<file path="src/rtl/rob_queue.sv">
// ---------------------------------------------------------------------------
// rob_queue
// Reorder buffer built as a circular queue of ROB_DEPTH entries between
// decode and the register file. Each accepted dispatch is given a tag (the
// entry index at the tail). Results arrive on WB_PORTS writeback ports.
// Ready entries retire strictly in program order, at most one per cycle.
// A flush discards every entry in flight.
//
// Optional feature macro: ROB_WB_FORWARD_EN
//   defined   : a writeback that targets the head entry retires it at the
//               same edge, and the writeback value goes straight to
//               commit_value_o.
//   undefined : a writeback always lands in the entry first, so the entry
//               commits no earlier than the following edge.
//
// Ports
//   clk_i           clock, rising edge
//   rst_ni          asynchronous reset, active low
//   rdy_i           global enable; 0 freezes all state (commit pulse drops)
//   flush_i         mispredict; discards all entries, wins over everything
//   disp_valid_i    decode presents an instruction
//   disp_op_i       opcode of the dispatched instruction
//   disp_rd_i       destination register of the dispatched instruction
//   disp_pc_i       PC of the dispatched instruction
//   disp_ready_o    queue not full (combinational)
//   disp_tag_o      tag handed to a dispatch this cycle (tail pointer)
//   wb_valid_i      per-port writeback valid
//   wb_tag_i        per-port tag, port i at [i*TAG_W +: TAG_W]
//   wb_value_i      per-port result, port i at [i*DATA_W +: DATA_W]
//   commit_valid_o  one-cycle retire pulse
//   commit_op_o     retired opcode
//   commit_rd_o     retired destination register
//   commit_value_o  retired result
//   commit_pc_o     retired PC
//   commit_tag_o    retired tag
//   count_o         number of occupied entries, 0..ROB_DEPTH
// ---------------------------------------------------------------------------
module rob_queue #(
  parameter int ROB_DEPTH = 16,
  parameter int DATA_W    = 32,
  parameter int REG_IDX_W = 5,
  parameter int OP_W      = 6,
  parameter int WB_PORTS  = 2,
  localparam int TAG_W    = $clog2(ROB_DEPTH)
) (
  input  logic                         clk_i,
  input  logic                         rst_ni,
  input  logic                         rdy_i,
  input  logic                         flush_i,
  input  logic                         disp_valid_i,
  input  logic [OP_W-1:0]              disp_op_i,
  input  logic [REG_IDX_W-1:0]         disp_rd_i,
  input  logic [DATA_W-1:0]            disp_pc_i,
  output logic                         disp_ready_o,
  output logic [TAG_W-1:0]             disp_tag_o,
  input  logic [WB_PORTS-1:0]          wb_valid_i,
  input  logic [WB_PORTS*TAG_W-1:0]    wb_tag_i,
  input  logic [WB_PORTS*DATA_W-1:0]   wb_value_i,
  output logic                         commit_valid_o,
  output logic [OP_W-1:0]              commit_op_o,
  output logic [REG_IDX_W-1:0]         commit_rd_o,
  output logic [DATA_W-1:0]            commit_value_o,
  output logic [DATA_W-1:0]            commit_pc_o,
  output logic [TAG_W-1:0]             commit_tag_o,
  output logic [TAG_W:0]               count_o
);

  localparam logic [TAG_W:0] FullCount = (TAG_W+1)'(ROB_DEPTH);

  // Queue pointers and occupancy
  logic [TAG_W-1:0]     head_q, tail_q;
  logic [TAG_W:0]       count_q, count_d;

  // Per-entry state and payload
  logic [ROB_DEPTH-1:0] busy_q, ready_q;
  logic [OP_W-1:0]      op_q    [ROB_DEPTH];
  logic [REG_IDX_W-1:0] rd_q    [ROB_DEPTH];
  logic [DATA_W-1:0]    pc_q    [ROB_DEPTH];
  logic [DATA_W-1:0]    value_q [ROB_DEPTH];

  // Registered commit outputs
  logic                 commit_valid_q;
  logic [OP_W-1:0]      commit_op_q;
  logic [REG_IDX_W-1:0] commit_rd_q;
  logic [DATA_W-1:0]    commit_value_q;
  logic [DATA_W-1:0]    commit_pc_q;
  logic [TAG_W-1:0]     commit_tag_q;

  // Writeback decoded per entry
  logic [ROB_DEPTH-1:0] wb_en;
  logic [DATA_W-1:0]    wb_val [ROB_DEPTH];

  logic                 do_disp;
  logic                 do_commit;
  logic                 head_done;
  logic [DATA_W-1:0]    head_value;

  assign disp_ready_o   = (count_q != FullCount);
  assign disp_tag_o     = tail_q;
  assign count_o        = count_q;
  assign commit_valid_o = commit_valid_q;
  assign commit_op_o    = commit_op_q;
  assign commit_rd_o    = commit_rd_q;
  assign commit_value_o = commit_value_q;
  assign commit_pc_o    = commit_pc_q;
  assign commit_tag_o   = commit_tag_q;

  // Ports are scanned in ascending order so that, when two ports name the
  // same tag, the higher-indexed port overwrites the lower one.
  // Writebacks to entries that are not busy are dropped here.
  always_comb begin
    wb_en = '0;
    for (int e = 0; e < ROB_DEPTH; e++) begin
      wb_val[e] = '0;
    end
    for (int p = 0; p < WB_PORTS; p++) begin
      if (wb_valid_i[p] && busy_q[wb_tag_i[p*TAG_W +: TAG_W]]) begin
        wb_en[wb_tag_i[p*TAG_W +: TAG_W]]  = 1'b1;
        wb_val[wb_tag_i[p*TAG_W +: TAG_W]] = wb_value_i[p*DATA_W +: DATA_W];
      end
    end
  end

`ifdef ROB_WB_FORWARD_EN
  // A result arriving for the head this cycle lets it retire immediately.
  assign head_done  = ready_q[head_q] | wb_en[head_q];
  assign head_value = wb_en[head_q] ? wb_val[head_q] : value_q[head_q];
`else
  assign head_done  = ready_q[head_q];
  assign head_value = value_q[head_q];
`endif

  // Dispatch is blocked whenever the queue is full at the edge, even if the
  // head retires in the same cycle, so the slot being freed is never reused
  // in that cycle.
  assign do_disp   = disp_valid_i & disp_ready_o;
  assign do_commit = (count_q != '0) & head_done;
  assign count_d   = count_q + {{TAG_W{1'b0}}, do_disp} - {{TAG_W{1'b0}}, do_commit};

  // Within one enabled edge the order below matters: writeback first, then
  // the head is cleared on commit, then the tail entry is written. Head and
  // tail only coincide when the queue is full or empty, and in both cases
  // at most one of commit/dispatch can fire.
  always_ff @(posedge clk_i or negedge rst_ni) begin
    if (!rst_ni) begin
      head_q         <= '0;
      tail_q         <= '0;
      count_q        <= '0;
      busy_q         <= '0;
      ready_q        <= '0;
      for (int e = 0; e < ROB_DEPTH; e++) begin
        op_q[e]    <= '0;
        rd_q[e]    <= '0;
        pc_q[e]    <= '0;
        value_q[e] <= '0;
      end
      commit_valid_q <= 1'b0;
      commit_op_q    <= '0;
      commit_rd_q    <= '0;
      commit_value_q <= '0;
      commit_pc_q    <= '0;
      commit_tag_q   <= '0;
    end else if (!rdy_i) begin
      commit_valid_q <= 1'b0;
    end else if (flush_i) begin
      head_q         <= '0;
      tail_q         <= '0;
      count_q        <= '0;
      busy_q         <= '0;
      ready_q        <= '0;
      commit_valid_q <= 1'b0;
    end else begin
      for (int e = 0; e < ROB_DEPTH; e++) begin
        if (wb_en[e]) begin
          value_q[e] <= wb_val[e];
          ready_q[e] <= 1'b1;
        end
      end

      if (do_commit) begin
        commit_valid_q  <= 1'b1;
        commit_op_q     <= op_q[head_q];
        commit_rd_q     <= rd_q[head_q];
        commit_value_q  <= head_value;
        commit_pc_q     <= pc_q[head_q];
        commit_tag_q    <= head_q;
        busy_q[head_q]  <= 1'b0;
        ready_q[head_q] <= 1'b0;
        head_q          <= head_q + TAG_W'(1);
      end else begin
        commit_valid_q  <= 1'b0;
      end

      if (do_disp) begin
        op_q[tail_q]    <= disp_op_i;
        rd_q[tail_q]    <= disp_rd_i;
        pc_q[tail_q]    <= disp_pc_i;
        busy_q[tail_q]  <= 1'b1;
        ready_q[tail_q] <= 1'b0;
        tail_q          <= tail_q + TAG_W'(1);
      end

      count_q <= count_d;
    end
  end

endmodule

</file>
<file path="config.mk">
export PLATFORM = sky130hd
export DESIGN_NAME = rob_queue
export DESIGN_NICKNAME = d
export VERILOG_FILES = /design/src/rtl/rob_queue.sv
export SDC_FILE = /design/constraint.sdc
export NUM_CORES = 2
export LEC_CHECK = 0
export BUFFER_PORTS_ARGS = -buffer_cell sky130_fd_sc_hd__buf_2
export CAP_MARGIN = 20
export CORE_MARGIN = 8
export CORE_UTILIZATION = 40
export CTS_BUF_LIST = sky130_fd_sc_hd__clkbuf_2 sky130_fd_sc_hd__clkbuf_4 sky130_fd_sc_hd__clkbuf_8
export CTS_CLUSTER_SIZE = 16
export DETAILED_ROUTE_END_ITERATION = 10
export PLACE_DENSITY = 0.58
export SLEW_MARGIN = 20
export SYNTH_ARGS = -nofsm -noshare
export SYNTH_HDL_FRONTEND = slang
export SYNTH_SLANG_ARGS = --single-unit
</file>
<file path="constraint.sdc">
create_clock -name clk_i -period 3.1 [get_ports clk_i]
set_input_delay 0.775 -clock clk_i [delete_from_list [all_inputs] [get_ports clk_i]]
set_output_delay 0.775 -clock clk_i [all_outputs]
set_load 0.02 [all_outputs]
</file>
==> results.cfg <==
[timing]
setup_slack_ns = -0.04395
fmax_mhz = 318.1
setup_viol = 1
rsz0062_at_grt = true
max_slew.worst_pin.slew_ns = 0.9058
fin_crit_ns = 3.144
finalHoldViolations = 0
finalCritPeriodShare = 1.014
clock_skew_ns = 0.02535
relSlewSlack = 0.3961
slew_violations = 0

[route]
wl_per_cell_um = 28.84
drtPass1Iterations = 8
wl_um = 203500
num_vias = 43897
drtIter0Drc = 4857
remaining_drc_errors = 0
viasPerCell = 6.223
final_antenna_net_count = 0

[setup_path]
critPathLaunchType = register
cp.required_ns = 3.98
rrSetupSlack_ns = -0.04
crit_type = reg2reg
arrival_ns = 4.02
path_max_fanout = 3
cp-end-kind = register

[global_routing]
grt_max_degree = 105
antenna_found_initial = 42
grt_overflow = 0
grt_pass1_wl_um = 301100
first_global_vias = 45030
grt_use_total = 0.2344

[final_layout]
fillCellCount = 14014
drive_above_1_share = 0.3727
area_growth_pct = 15.32
fin_area_um2 = 72420
finish.net_count = 4939
multi_input_area_um2 = 27950
utilization = 0.4641
final_common_cell = dfrtp_1
most-common-layout-cells = dfrtp_1, mux2_2, o22ai_1
seq_area_um2 = 33170

[clock_network]
cts-buffers-inserted = 222
h-tree-depth = 4
cts_sinks = 1325
cts_max_path_buffers = 3
path_clk_slew_ns = 0.06
cts_tree = built
clkLatencyLatePin_ns = 0.96
ctsRootBufferMaster = clkbuf_8

[outcome]
violations = negative setup slack
status = finished, violations left

[synth]
ys_warn_count = 0
syn_inst = 4609
yosysTopAreaCellShare = 0.5280
syn_area_um2 = 62800
synth_ff_type = dfrtp_1
postSynth.asyncResetShare = 1.000
ys_seq_elements = 1325
synth_edf_count = 0
syn_area_per_cell_um2 = 13.63
ys_top_cells_by_area = dfrtp_1, mux2_2, mux4_1, mux4_2, o22ai_1
ys_types = 64
syn_nets = 4746
yosysSeqAreaShare = 0.5280
yosysTopAreaCell = dfrtp_1

[placed_design]
dp_slack_ns = -0.1013
portBuffers = 211
postPlaceCellArea_um2 = 67450
gp_congestion = 0.8439
hpwl_um = 115400

[power_and_ir_drop]
p_seq_frac = 0.471
finalPower_mw = 41.72
leakage_nw = 34.45
power_density_nw_per_um2 = 576.1
p_comb_frac = 0.126
peakVddDrop_mv = 0.4635
intPower_mw = 31.02
clockPowerShare = 0.403
p_sw_frac = 0.2563
p_sw_mw = 10.69

[floorplan]
num_io_pins = 212
fp.dieW_um = 412.2
fp-row-count = 145
design.die.area_um2 = 169900
core_um2 = 156000
die_h_um = 412.2
start_util = 0.4025

[worst_hold_path]
hold_path_class = in2reg

[job]
maxCapViolCount = 0
[through the flow]
stage | hold WS (ns) | cells | TNS [ns]
6_report | 0.2261 | 7054 | -0.04395
3_5_place_dp | 0.4842 | 6630 | -0.1013
4_1_cts | 0.1329 | 7033 | -0.06957
2_1_floorplan | 0.4704 | 4609 | -0.04462
3_3_place_gp | 0.4784 | 6630 | -0.04930
5_1_grt | 0.1892 | 7038 | -0.1524
[critical path, stage by stage, from the launching register on]
cell      delay, ns
dfrtp_4        0.47
mux4_2         0.54
nor2_2         0.18
a311oi_4       0.07
or2_4          0.29
ha_4           0.21
inv_2          0.06
ha_4           0.13
inv_2          0.03
fa_2           0.34
nand2b_4       0.17
a21oi_4        0.14
nor3_2         0.07
o31a_1         0.25
o21ai_2        0.12
[cells in the mapped netlist (32+ instances only)]
library cell and count:
dfrtp_1 1325, mux2_2 693, o22ai_1 516, a21oi_1 417, nor2_1 410, clkbuf_1 361, mux4_1 205, mux4_2 168
mux2_4 79, nand2_1 45, nand3_1 45, nand2b_1 37, o21ai_0 35, a2bb2oi_1 32, or3_1 32
[sequential cells by signal, indices dropped and copies added (netlist names), 6 cells and up]
name,count
commit_op_o,6
pc_q,512
busy_q,16
value_q,512
ready_q,16
rd_q,80
commit_value_o,32
commit_pc_o,32
op_q,96
[metal layers]
layer | share of wire | global-route usage
met1 | 0.41 | 0.3126
met2 | 0.46 | 0.3643
met3 | 0.095 | 0.06477
met4 | 0.037 | 0.09240
met5 | 0.00051 | 0
[cell families (layout without fill, tap and decap cells)]
| family | Yosys count | in the layout | share of synthesized area |
|---|---|---|---|
| compound gates | 1023 | 1023 | 0.09560 |
| buf+inv | 464 | 830 | 0.03531 |
| flops | 1325 | 1325 | 0.5280 |
| other cells | 0 | 21 | 0 |
| xor+xnor | 1 | 1 | 0.0001395 |
| mux | 1158 | 1158 | 0.2939 |
| fa+ha+maj | 15 | 15 | 0.003108 |
| simple gates | 623 | 623 | 0.04397 |
[path summary, 6_finish.rpt]
kind,start,endpoint,cells after the start
setup / recovery,head_q[0],count_o[4],14
hold / removal,wb_value_i[26],value_q[282],3
setup reg to reg,head_q[0],count_o[4],14
hold reg to reg,pc_q[462],pc_q[462],1
max in group asynchronous,rst_ni,pc_q[486],3
min in group asynchronous,rst_ni,value_q[402],2
[power groups by stage]
| stage | combinational, mW | clock, mW | sequential [mW] |
|---|---|---|---|
| floorplan | 3.44 | 0 | 19.8 |
| global placement | 5.10 | 0 | 19.9 |
| detailed placement | 5.22 | 0 | 19.9 |
| CTS | 5.27 | 17.2 | 19.6 |
| global route | 5.68 | 18.0 | 19.8 |
| finish | 5.24 | 16.8 | 19.7 |
[layout make-up]
| class | count | area share |
|---|---|---|
| Antenna cell | 21 | 0.0007257 |
| Clock buffer | 369 | 0.06270 |
| Clock inverter | 28 | 0.004164 |
| Inverter | 18 | 0.001054 |
| Multi-Input combinational cell | 2820 | 0.3859 |
| Sequential cell | 1325 | 0.4581 |
| Tap cell | 2058 | 0.03556 |
| Timing Repair Buffer | 415 | 0.05180 |
[repair_timing]
item	CTS	global route
gates resized for setup	3	3
hold buffers	1	0
setup buffers	5	0
pin swaps	3	0
hold endpoints to repair	28	0
setup endpoints to repair	1	2
No activity file was read; power rests on OpenSTA's default activity.
